<file path="src/rtl/alu_pkg.sv">
// Shared encodings for the ALU control decoder:
// ALUop classes, R-type func values and ALUCtl operation codes.
package alu_pkg;

    localparam logic [1:0] ALUOP_ADD   = 2'b00;
    localparam logic [1:0] ALUOP_SUB   = 2'b01;
    localparam logic [1:0] ALUOP_RTYPE = 2'b10;
    localparam logic [1:0] ALUOP_RSVD  = 2'b11;

    localparam logic [5:0] FUNC_ADD  = 6'd32;
    localparam logic [5:0] FUNC_ADDU = 6'd33;
    localparam logic [5:0] FUNC_SUB  = 6'd34;
    localparam logic [5:0] FUNC_SUBU = 6'd35;
    localparam logic [5:0] FUNC_AND  = 6'd36;
    localparam logic [5:0] FUNC_OR   = 6'd37;
    localparam logic [5:0] FUNC_XOR  = 6'd38;
    localparam logic [5:0] FUNC_NOR  = 6'd39;
    localparam logic [5:0] FUNC_SLT  = 6'd42;

    localparam logic [3:0] CTL_AND = 4'b0000;
    localparam logic [3:0] CTL_OR  = 4'b0001;
    localparam logic [3:0] CTL_ADD = 4'b0010;
    localparam logic [3:0] CTL_XOR = 4'b0011;
    localparam logic [3:0] CTL_SUB = 4'b0110;
    localparam logic [3:0] CTL_SLT = 4'b0111;
    localparam logic [3:0] CTL_NOR = 4'b1100;
    localparam logic [3:0] CTL_INV = 4'b1111;

endpackage

</file>
<file path="src/rtl/alu_ctl_decode.sv">
// Combinational ALUop/func decode into ALU operation select,
// signed add/sub strobes and an illegal-combination flag.
module alu_ctl_decode
    import alu_pkg::*;
(
    input  logic [1:0] ALUop,
    input  logic [5:0] func,
    output logic [3:0] ALUCtl,
    output logic       add,
    output logic       sub,
    output logic       illegal
);

    // Start from the illegal encoding; only recognised cases clear it.
    always_comb begin
        ALUCtl  = CTL_INV;
        add     = 1'b0;
        sub     = 1'b0;
        illegal = 1'b1;
        case (ALUop)
            ALUOP_ADD: begin
                ALUCtl  = CTL_ADD;
                add     = 1'b1;
                illegal = 1'b0;
            end
            ALUOP_SUB: begin
                ALUCtl  = CTL_SUB;
                sub     = 1'b1;
                illegal = 1'b0;
            end
            ALUOP_RTYPE: begin
                illegal = 1'b0;
                case (func)
                    FUNC_ADD: begin
                        ALUCtl = CTL_ADD;
                        add    = 1'b1;
                    end
                    FUNC_ADDU: ALUCtl = CTL_ADD;
                    FUNC_SUB: begin
                        ALUCtl = CTL_SUB;
                        sub    = 1'b1;
                    end
                    FUNC_SUBU: ALUCtl = CTL_SUB;
                    FUNC_AND:  ALUCtl = CTL_AND;
                    FUNC_OR:   ALUCtl = CTL_OR;
                    FUNC_XOR:  ALUCtl = CTL_XOR;
                    FUNC_NOR:  ALUCtl = CTL_NOR;
                    FUNC_SLT:  ALUCtl = CTL_SLT;
                    default: begin
                        ALUCtl  = CTL_INV;
                        illegal = 1'b1;
                    end
                endcase
            end
            ALUOP_RSVD: illegal = 1'b1;
            default:    illegal = 1'b1;
        endcase
    end

endmodule

</file>
<file path="src/rtl/alu_ctl.sv">
// ALU control top: decode followed by one output register stage
// with synchronous active-high reset.
module alu_ctl
    import alu_pkg::*;
(
    input  logic       clk,
    input  logic       rst,
    input  logic [1:0] ALUop,
    input  logic [5:0] func,
    output logic [3:0] ALUCtl,
    output logic       add,
    output logic       sub,
    output logic       illegal
);

    logic [3:0] ctl_d;
    logic       add_d;
    logic       sub_d;
    logic       illegal_d;

    alu_ctl_decode u_decode (
        .ALUop   (ALUop),
        .func    (func),
        .ALUCtl  (ctl_d),
        .add     (add_d),
        .sub     (sub_d),
        .illegal (illegal_d)
    );

    // Register the decode; reset parks the ALU on a plain ADD.
    always_ff @(posedge clk) begin
        if (rst) begin
            ALUCtl  <= CTL_ADD;
            add     <= 1'b0;
            sub     <= 1'b0;
            illegal <= 1'b0;
        end else begin
            ALUCtl  <= ctl_d;
            add     <= add_d;
            sub     <= sub_d;
            illegal <= illegal_d;
        end
    end

endmodule

</file>
<file path="config.mk">
export PLATFORM = sky130hd
export DESIGN_NAME = alu_ctl
export DESIGN_NICKNAME = d
export VERILOG_FILES = /design/src/rtl/alu_pkg.sv /design/src/rtl/alu_ctl_decode.sv /design/src/rtl/alu_ctl.sv
export SDC_FILE = /design/constraint.sdc
export NUM_CORES = 1
export LEC_CHECK = 0
export BUFFER_PORTS_ARGS = -buffer_cell sky130_fd_sc_hd__clkbuf_2
export CELL_PAD_IN_SITES_DETAIL_PLACEMENT = 1
export CELL_PAD_IN_SITES_GLOBAL_PLACEMENT = 1
export CORE_AREA = 10 10 47 49
export CTS_CLUSTER_SIZE = 20
export DETAILED_ROUTE_END_ITERATION = 10
export DIE_AREA = 0 0 57 59
export HOLD_SLACK_MARGIN = 0.15
export PLACE_DENSITY_LB_ADDON = 0.1
export SYNTH_ARGS = -nofsm -noshare
export SYNTH_HDL_FRONTEND = slang
export SYNTH_HIERARCHICAL = 1
export SYNTH_SLANG_ARGS = --single-unit
</file>
<file path="constraint.sdc">
create_clock -name clk -period 3.36 [get_ports clk]
set_clock_uncertainty 0.2 [all_clocks]
set_input_delay 0.84 -clock clk [delete_from_list [all_inputs] [get_ports clk]]
set_output_delay 0.84 -clock clk [all_outputs]
set_load 0.02 [all_outputs]
</file>
After elaboration in Yosys (flattened, before gate mapping)
Cells that the tools add are included.
- muxes and demuxes: 8
- eq/ne operators: 12
- reductions and logical operators: 5
- operator list (cell ; count):
    $eq A6 B6 Y1 const B ; 9
    $pmux W4 S7 ; 1
    $pmux W4 S3 ; 1
    $reduce_or A9 Y1 ; 1
    $reduce_or A2 Y1 ; 3
    $eq A2 B2 Y1 const B ; 2
    $pmux W1 S2 ; 2
    $mux W1 ; 3
    $pmux W1 S3 ; 1
    $eq A2 B1 Y1 const B ; 1
    $logic_not A2 Y1 ; 1
- logic and storage cells: 29
- register bits: 7
- bits of input ports: 10

Depth between registers and ports, before layout
Gate-level depths: netlist of the first run.
- depth after elaboration: 4
- depth in mapped cells: 5
- depth with buffers taken out: 5

By module
Netlist of the first run, hierarchy kept.
- by module, submodules not included (module ; cells each ; area an instance (µm²) ; times used ; sequential area each (µm²)):
    alu_ctl_decode ; 31 ; 219.0 ; 1 ; 0.0
    alu_ctl ; 14 ; 198.9 ; 1 ; 140.1

Worst setup path before layout of the first run
No wires, ideal clock.
- path type: in2reg
- from: input ALUop[0]
- to: register ALUCtl[3]
- library setup time: 0.116 ns
- stages on the path: 5
- data arrival time: 1.906 ns
- path buffers: 0
- setup slack: 1.138 ns
- cell sequence: ha_1 -> or3b_1 -> a211oi_1 -> a311oi_1 -> and2b_2
- longest elaborated chain between the ends: 2
- RTL lines (what ; RTL line ; text):
    from (decl) ; alu_ctl.sv:8 ; input logic [1:0] ALUop,
    $eq A2 B2 Y1 (tied with other cells) ; alu_ctl_decode.sv:20 ; case (ALUop)
    $pmux W4 S3 * ; alu_ctl_decode.sv:20 ;
    net ctl_d[3] ; alu_ctl.sv:16 ; logic [3:0] ctl_d;
    to (signal assigned) ; alu_ctl.sv:38 ; ALUCtl <= ctl_d;
    to (decl) ; alu_ctl.sv:10 ; output logic [3:0] ALUCtl,
Mark *: on every way through the listed nets, which the timed path passes. The rest lies on a longest branch.
A chain may end at the register's enable or synchronous reset.

Worst setup path after layout of the first run
Same ends and word-level chain as after synthesis.

==> metrics, run 1 <==
Synth async-reset ratio=0; Yosys warning count=6; Most used DFF post-synth=dfxtp_1; Post-synth EDFFs=0; antenna violations before repair=0; Tmin final=2150 ps; setup repair after global routing missed its margin=no; Antenna Nets Post-Route=0; commonest non-fill, non-tap cell in the layout=clkbuf_2; Setup WS post-layout=1210 ps; crit share post-route=0.639; final wirelength=1.02 mm; routability cong.=0.789; Critical Path RT=3300 ps; # resized after CTS=0; first-pass GRT wire length=1.77 mm; Mapped Nets=59; CP Capture Type=flip-flop; All-Layer GR Usage=0.0643; CP startpoint=ALUop[0]; most frequent cells in the layout=clkbuf_2, dfxtp_1, and2b_2; Peak VDD IR=0.0881 mV; CTS tree=done; total clock sinks=7; fillers=183; IO Pins=17; vias in the first global route=428; Post-CTS Hold Fix Bufs=0; CP Cell Sequence=clkbuf_2, ha_1, or3b_1, a211oi_1, a311oi_1, and2b_2; vias per cell=4.68; Mapped Cells=45; HPWL after DPL=908 um; DRC=0; GRT overflow=0; crit path kind=in2reg; fmax=466 MHz; unique cell type count in the Yosys netlist=22; Die Area=3360 um^2; Avg Inst Size Synth=9.29 um^2; Initial Utilization=0.298; clk root buf=clkbuf_4; Hold Vio Cnt, Final=0; CTS Buf Count=3; fin. max-slew vios=0; H-tree levels=1; placeable core area=1400 um^2; critical path arrival=2090 ps; clock-pin slew on the worst setup and hold paths=50 ps; hold depth=2; routed vias=379; Crit-path slowest cell=or3b_1; relative slew slack=0.796; mapped cell area=418 um^2; wire length per cell=12.6 um; Die X=57 um; HP Start=rst; Nets=80; post-synthesis register bit count=7; setup slack at placement=939 ps; Worst Max-Slew Pin Slew=306 ps; post-CTS setup buffers=0; hold slack=659 ps; Pleak=0.271 nW; Final Setup Violations=0; status=finished clean; Die Span Y=59 um; Layout area overhead=30.2%; clk buf depth=2; site row count=14; share of cells above drive strength 1=0.400; setup TNS=0 ps; Final Util=0.388; Initial DRC Count=1; number of detailed-route iterations in the first pass=3; pin count of the biggest net entering global routing=8; Seq/Total Area, Yosys=0.335; Diodes inserted=0; Port Buffers=16; pwr/cell area=382 nW/um^2; crit-path max cell delay=410 ps; startpoint types=primary input; HP Class=in2reg; CP Max Fanout=5; final total power=208 uW; Max Cap Viol=0
==> per-layer routing <==
layer,vias up,track usage,routed length (um),share of wire
met3,0,0.0279,106,0.10
met4,0,0.0503,0,0
li1,199,-,-,-
met1,167,0.0628,431,0.42
met2,13,0.105,484,0.47
met5,-,0,0,0
==> sequential cells by signal (all words and copies together), names as in the netlist <==
name     count
add          1
illegal      1
sub          1
ALUCtl       4
==> power breakdown <==
group | internal (mW) | switching (mW) | total (mW)
registers | 0.0882 | 0.00114 | 0.0893
clock network | 0.0451 | 0.0282 | 0.0734
logic | 0.0194 | 0.0256 | 0.0450
total | 0.153 | 0.0550 | 0.208
==> cell type report <==
class	instances	area, um^2	area share
repair buffers	16	80.1	0.147
inverters	4	15.0	0.0276
clock buffers	4	26.3	0.0483
multi-input cells	34	263	0.483
well taps	16	20.0	0.0368
flip-flops and latches	7	140	0.257
==> worst max-delay path: cells and delay by family <==
kind            cells  cell delay (ps)
compound gates      2              290
simple gates        2              610
fa+ha+maj           1              240
buf+inv             1              100
==> path summary, 6_finish.rpt <==
kind,endpoint,slack [ps]
worst max-delay path,ALUCtl[3],1210
worst min-delay path,ALUCtl[1],660
==> synthesized netlist by cell type, drive strengths merged (2+ instances only) <==
cell type | number | share of area
nand2 | 2 | 0.018
o21ai | 3 | 0.036
a211oi | 2 | 0.036
dfxtp | 7 | 0.34
nor3b | 2 | 0.048
nor2 | 3 | 0.027
and2b | 6 | 0.13
inv | 4 | 0.036
ha | 4 | 0.12
==> cell families after synthesis <==
| logic type | share of synthesized area |
|---|---|
| AOI/OAI and AO/OA | 0.207 |
| xor gates and xnor gates | 0.0210 |
| and+or+nand+nor | 0.281 |
| DFF | 0.335 |
| adders and majority gates | 0.120 |
| buffers and inverters | 0.0359 |
==> per-stage QoR <==
stage                     std cells  cell area (um^2)
after global routing             81               544
final                            81               544
after global placement           77               518
after CTS                        81               544
after floorplan                  45               418
after detailed placement         77               518
No activity file was read; power rests on OpenSTA's default activity.
==> run 2, diff against run 1 <==
--- a/config.mk
+++ b/config.mk
@@ -5,13 +5,14 @@
 export SDC_FILE = /design/constraint.sdc
 export NUM_CORES = 1
 export LEC_CHECK = 0
+export ABC_AREA = 1
 export BUFFER_PORTS_ARGS = -buffer_cell sky130_fd_sc_hd__clkbuf_2
 export CELL_PAD_IN_SITES_DETAIL_PLACEMENT = 1
 export CELL_PAD_IN_SITES_GLOBAL_PLACEMENT = 1
-export CORE_AREA = 10 10 47 49
+export CORE_MARGIN = 10
+export CORE_UTILIZATION = 27
 export CTS_CLUSTER_SIZE = 20
 export DETAILED_ROUTE_END_ITERATION = 10
-export DIE_AREA = 0 0 57 59
 export HOLD_SLACK_MARGIN = 0.15
 export PLACE_DENSITY_LB_ADDON = 0.1
 export SYNTH_ARGS = -nofsm -noshare
==> constraint.sdc (replaced) <==
create_clock -name clk -period 1.9 [get_ports clk]
set_clock_uncertainty 0.2 [all_clocks]
set_input_delay 0.475 -clock clk [delete_from_list [all_inputs] [get_ports clk]]
set_output_delay 0.475 -clock clk [all_outputs]
set_load 0.02 [all_outputs]
==> metrics, run 2 <==
status=finished clean; Synth async-reset ratio=0; vias per cell=4.50; GR met3 Demand/Resource=0.0453; All-Layer GR Usage=0.0830; CP Max Fanout=1; setup TNS=0 ps; top cells by count, synth=nand2_1, inv_1, nor2_1; Pleak=0.349 nW; Diodes inserted=0; hold depth=2; mapped cell area=468 um^2; Avg Inst Size Synth=6.24 um^2; Critical Path RT=1220 ps; Hold Vio Cnt, Final=0; Peak VDD IR=0.319 mV; setup slack at placement=289 ps; HP Class=in2reg; GRT overflow=0; antenna violations before repair=0; Synth top area share=0.299; startpoint types=flip-flop; Layout area overhead=27.0%; Yosys warning count=6; pin count of the biggest net entering global routing=8; DRC=0; critical path arrival=740 ps; routed vias=499; setup repair after global routing missed its margin=no; crit path kind=reg2out; first-pass GRT wire length=2.31 mm; IO Pins=17; routing usage on met2=0.124; most frequent cells in the layout=nand2_1, inv_1, clkbuf_2; Mapped Cells=75; max FFs per register=4; Mapped Nets=89; post-synthesis register bit count=7; placeable core area=1580 um^2; final wirelength=1.28 mm; Initial Utilization=0.297; Post-synth EDFFs=0; pwr/cell area=650 nW/um^2; fin. max-slew vios=0; crit share post-route=0.743; Most used DFF post-synth=dfxtp_1; Antenna Nets Post-Route=0; fmax=708 MHz; most common cell in the netlist=nand2_1; clk buf depth=2; Initial DRC Count=0; site row count=14; ranking of synthesized cells by area=dfxtp_1, nand2_1, inv_1, ha_1, nor2_1; Tmin final=1410 ps; relative slew slack=0.866; vias in the first global route=544; # resized after CTS=0; Setup WS post-layout=488 ps; Max Cap Viol=0; Buf/Inv on CP=1; Die Area=3800 um^2; Port Buffers=16; H-tree levels=1; Die Span Y=61.6 um; met1 GRT Util=0.0922; CTS tree=done; Crit-path slowest cell=dfxtp_1; unique cell type count in the Yosys netlist=13; post-CTS setup buffers=0; Nets=110; HP Start=rst; Die X=61.6 um; Post-CTS Hold Fix Bufs=0; Seq/Total Area, Yosys=0.299; commonest non-fill, non-tap cell in the layout=nand2_1; CP Capture Type=primary output; CP Cell Sequence=clkbuf_2; Largest Register=ALUCtl; GR peak layer=met2; clock-pin slew on the worst setup and hold paths=50 ps; delay-heaviest family, CP=flip-flops; routability cong.=0.726; total clock sinks=7; area leader, netlist=dfxtp_1; Final Setup Violations=0; Worst Max-Slew Pin Slew=200 ps; clk root buf=clkbuf_4; wire length per cell=11.5 um; share of cells above drive strength 1=0.274; CTS Buf Count=3; hold worst-path end=illegal; number of detailed-route iterations in the first pass=1; crit-path max cell delay=320 ps; HPWL after DPL=1.11 mm
-- run 2: worst max-delay path by stage --
stage / start / endpoint / slack, ps / depth (start not counted)
2_1_floorplan: ALUop[0] / ALUCtl[0] / 540 / 7
3_3_place_gp: ALUop[0] / sub / 280 / 7
3_5_place_dp: ALUop[0] / ALUCtl[0] / 290 / 8
4_1_cts: ALUCtl[1] / ALUCtl[1] / 460 / 1
5_1_grt: ALUop[0] / add / 410 / 7
6_report: ALUCtl[1] / ALUCtl[1] / 490 / 1
-- run 2: logic make-up (layout without fill, tap and decap cells) --
family,after synthesis,in the layout,share of synthesized area
AND/OR/NAND/NOR,41,41,0.390
adder cells (fa/ha/maj),4,4,0.107
flip-flops,7,7,0.299
buffers and inverters,19,39,0.152
AO/OA/AOI/OAI,4,4,0.0508
-- run 2: power breakdown --
part | switching, mW | total [mW] | internal (mW)
Clock | 0.0595 | 0.140 | 0.0804
Sequential | 0.00231 | 0.158 | 0.156
Combinational | 0.0573 | 0.0883 | 0.0309
Total | 0.119 | 0.386 | 0.267
-- run 2: area by class of cell --
type	count	area [um^2]
Clock buffer	4	26.3
Fill cell	225	982
Inverter	19	71.3
Multi-Input combinational cell	49	256
Sequential cell	7	140
Tap cell	16	20.0
Timing Repair Buffer	16	80.1
-- run 2: per-stage QoR --
step / hold WS [ps] / cell area [um^2] / utilization / cells / power [mW]
2_1_floorplan: 346 / 468 / - / 75 / 0.215
3_3_place_gp: 557 / 568 / 0.360 / 107 / 0.249
3_5_place_dp: 562 / 568 / 0.360 / 107 / 0.251
4_1_cts: 287 / 594 / 0.377 / 111 / 0.398
5_1_grt: 323 / 594 / 0.377 / 111 / 0.424
6_report: 289 / 594 / 0.377 / 111 / 0.386
-- run 2: per-layer routing --
layer / up-vias / wire (um)
met3: 2 / 88
met5: - / 0
met4: 0 / 10
met2: 12 / 652
li1: 263 / -
met1: 222 / 531
==> run 3, diff against run 2 <==
==> constraint.sdc (replaced) <==
create_clock -name clk -period 1.25 [get_ports clk]
set_clock_uncertainty 0.2 [all_clocks]
set_input_delay 0.3125 -clock clk [delete_from_list [all_inputs] [get_ports clk]]
set_output_delay 0.3125 -clock clk [all_outputs]
set_load 0.02 [all_outputs]
==> metrics, run 3 (synthesis gave the netlist of run 2 again) <==
Tmin final=1210 ps; hold depth=6; Sw Ratio=0.298; Hold Vio Cnt, Final=0; Critical Path RT=740 ps; switching pwr=185 uW; design area=693 um^2; Die Area=3800 um^2; IO Pins=17; Initial Utilization=0.297; pin count of the biggest net entering global routing=8; clk root buf=clkbuf_4; crit path kind=reg2out; Nets=115; HP Start=func[4]; vias in the first global route=551; Die X=61.6 um; Setup WS post-layout=38.6 ps; startpoint types=flip-flop; Port Buffers=16; site row count=14; Diodes inserted=0; clk buf depth=2; GRT overflow=0; DRC=0; CP Capture Type=primary output; pwr/cell area=894 nW/um^2; most frequent cells in the layout=nand2_1, inv_1, nor2_1; All-Layer GR Usage=0.0752; setup repair after global routing missed its margin=no; Largest Register=ALUCtl; wire length per cell=11.2 um; Final Util=0.440; routed vias=519; Crit-path slowest cell=dfxtp_2; final total power=620 uW; hold slack=268 ps; relative slew slack=0.836; fin. max-slew vios=0; first-pass GRT wire length=2.15 mm; Max Cap Viol=0; delay-heaviest family, CP=flip-flops; H-tree levels=1; sequential share of power=0.394; combinational power share=0.264; Buf/Inv on CP=1; vias per cell=4.47; Initial DRC Count=12; routability cong.=0.737; final wirelength=1.30 mm; CTS Buf Count=3; crit share post-route=0.969; setup slack at placement=-184 ps; CP Max Fanout=1; CTS tree=done; Pint=435 uW; commonest non-fill, non-tap cell in the layout=nand2_1; CP Cell Sequence=buf_8; Pleak=0.387 nW; critical path arrival=700 ps; HPWL after DPL=1.12 mm; hold worst-path end=add; Final Setup Violations=0; clock-pin slew on the worst setup and hold paths=60 ps; crit-path max cell delay=320 ps; status=finished clean; HP Class=in2reg; share of cells above drive strength 1=0.350; max FFs per register=4; Peak VDD IR=0.447 mV; antenna violations before repair=0; placeable core area=1580 um^2; number of detailed-route iterations in the first pass=6; Layout area overhead=48.1%; fmax=825 MHz; Antenna Nets Post-Route=0; total clock sinks=7; Worst Max-Slew Pin Slew=246 ps; Die Span Y=61.6 um; post-CTS setup buffers=0; placed cell area=598 um^2; clock power share=0.342
[run 3: changes by cell type in the layout (fill, tap and decap cells not counted)]
cell,before,now
buf_4,0,5
dfxtp_2,0,4
ha_2,0,1
buf_6,0,3
ha_1,4,3
buf_8,0,3
dlygate4sd3_1,0,1
dfxtp_1,7,3
clkbuf_2,16,9
[run 3: timing repair]
item	CTS	global route
resized for setup	9	16
hold endpoints to repair	7	0
pin swaps	0	0
hold buffers	1	0
cloned	0	0
endpoints found under the setup margin	5	8
[run 3: power by group through the flow]
stage	Combinational, mW	Sequential (mW)	Clock (mW)
final	0.164	0.244	0.212
after global routing	0.184	0.245	0.247
after CTS	0.158	0.241	0.227
after detailed placement	0.146	0.245	0
after global placement	0.142	0.244	0
after floorplan	0.0643	0.262	0
[run 3: how the worst max path moves through the flow]
stage | from | end | slack, ps | depth (start not counted)
CTS | illegal | illegal | 2 | 1
detailed placement | ALUop[0] | ALUCtl[0] | -180 | 8
finish | add | add | 40 | 1
global route | sub | sub | 0.3 | 1
global placement | ALUop[0] | ALUCtl[0] | -120 | 8
floorplan | ALUop[0] | ALUCtl[0] | 50 | 7
[run 3: area by class of cell]
| cell class | instances | area, um^2 |
|---|---|---|
| multi-input combinational | 49 | 259 |
| fill | 217 | 883 |
| tap | 16 | 20.0 |
| timing repair buffer | 21 | 171 |
| clock buffer | 4 | 26.3 |
| inverter | 19 | 71.3 |
| sequential | 7 | 145 |
[run 3: stage by stage]
step	TNS, ps	std cells
final	0	116
after global routing	0	116
after CTS	0	116
after detailed placement	-838	111
after global placement	-515	111
after floorplan	0	75
[run 3: tightest hold or removal path, stage by stage]
cell	delay (ps)
clkbuf_2	110
nor2_4	60
nand3_1	70
o21ai_1	60
inv_1	50
nor2_1	30
[run 3: metal layers]
layer,part of all wire,global-route usage,vias up
li1,-,-,272
met1,0.43,0.0806,235
met2,0.51,0.122,12
met3,0.056,0.0412,0
met4,0,0.0287,0
met5,0,0,-
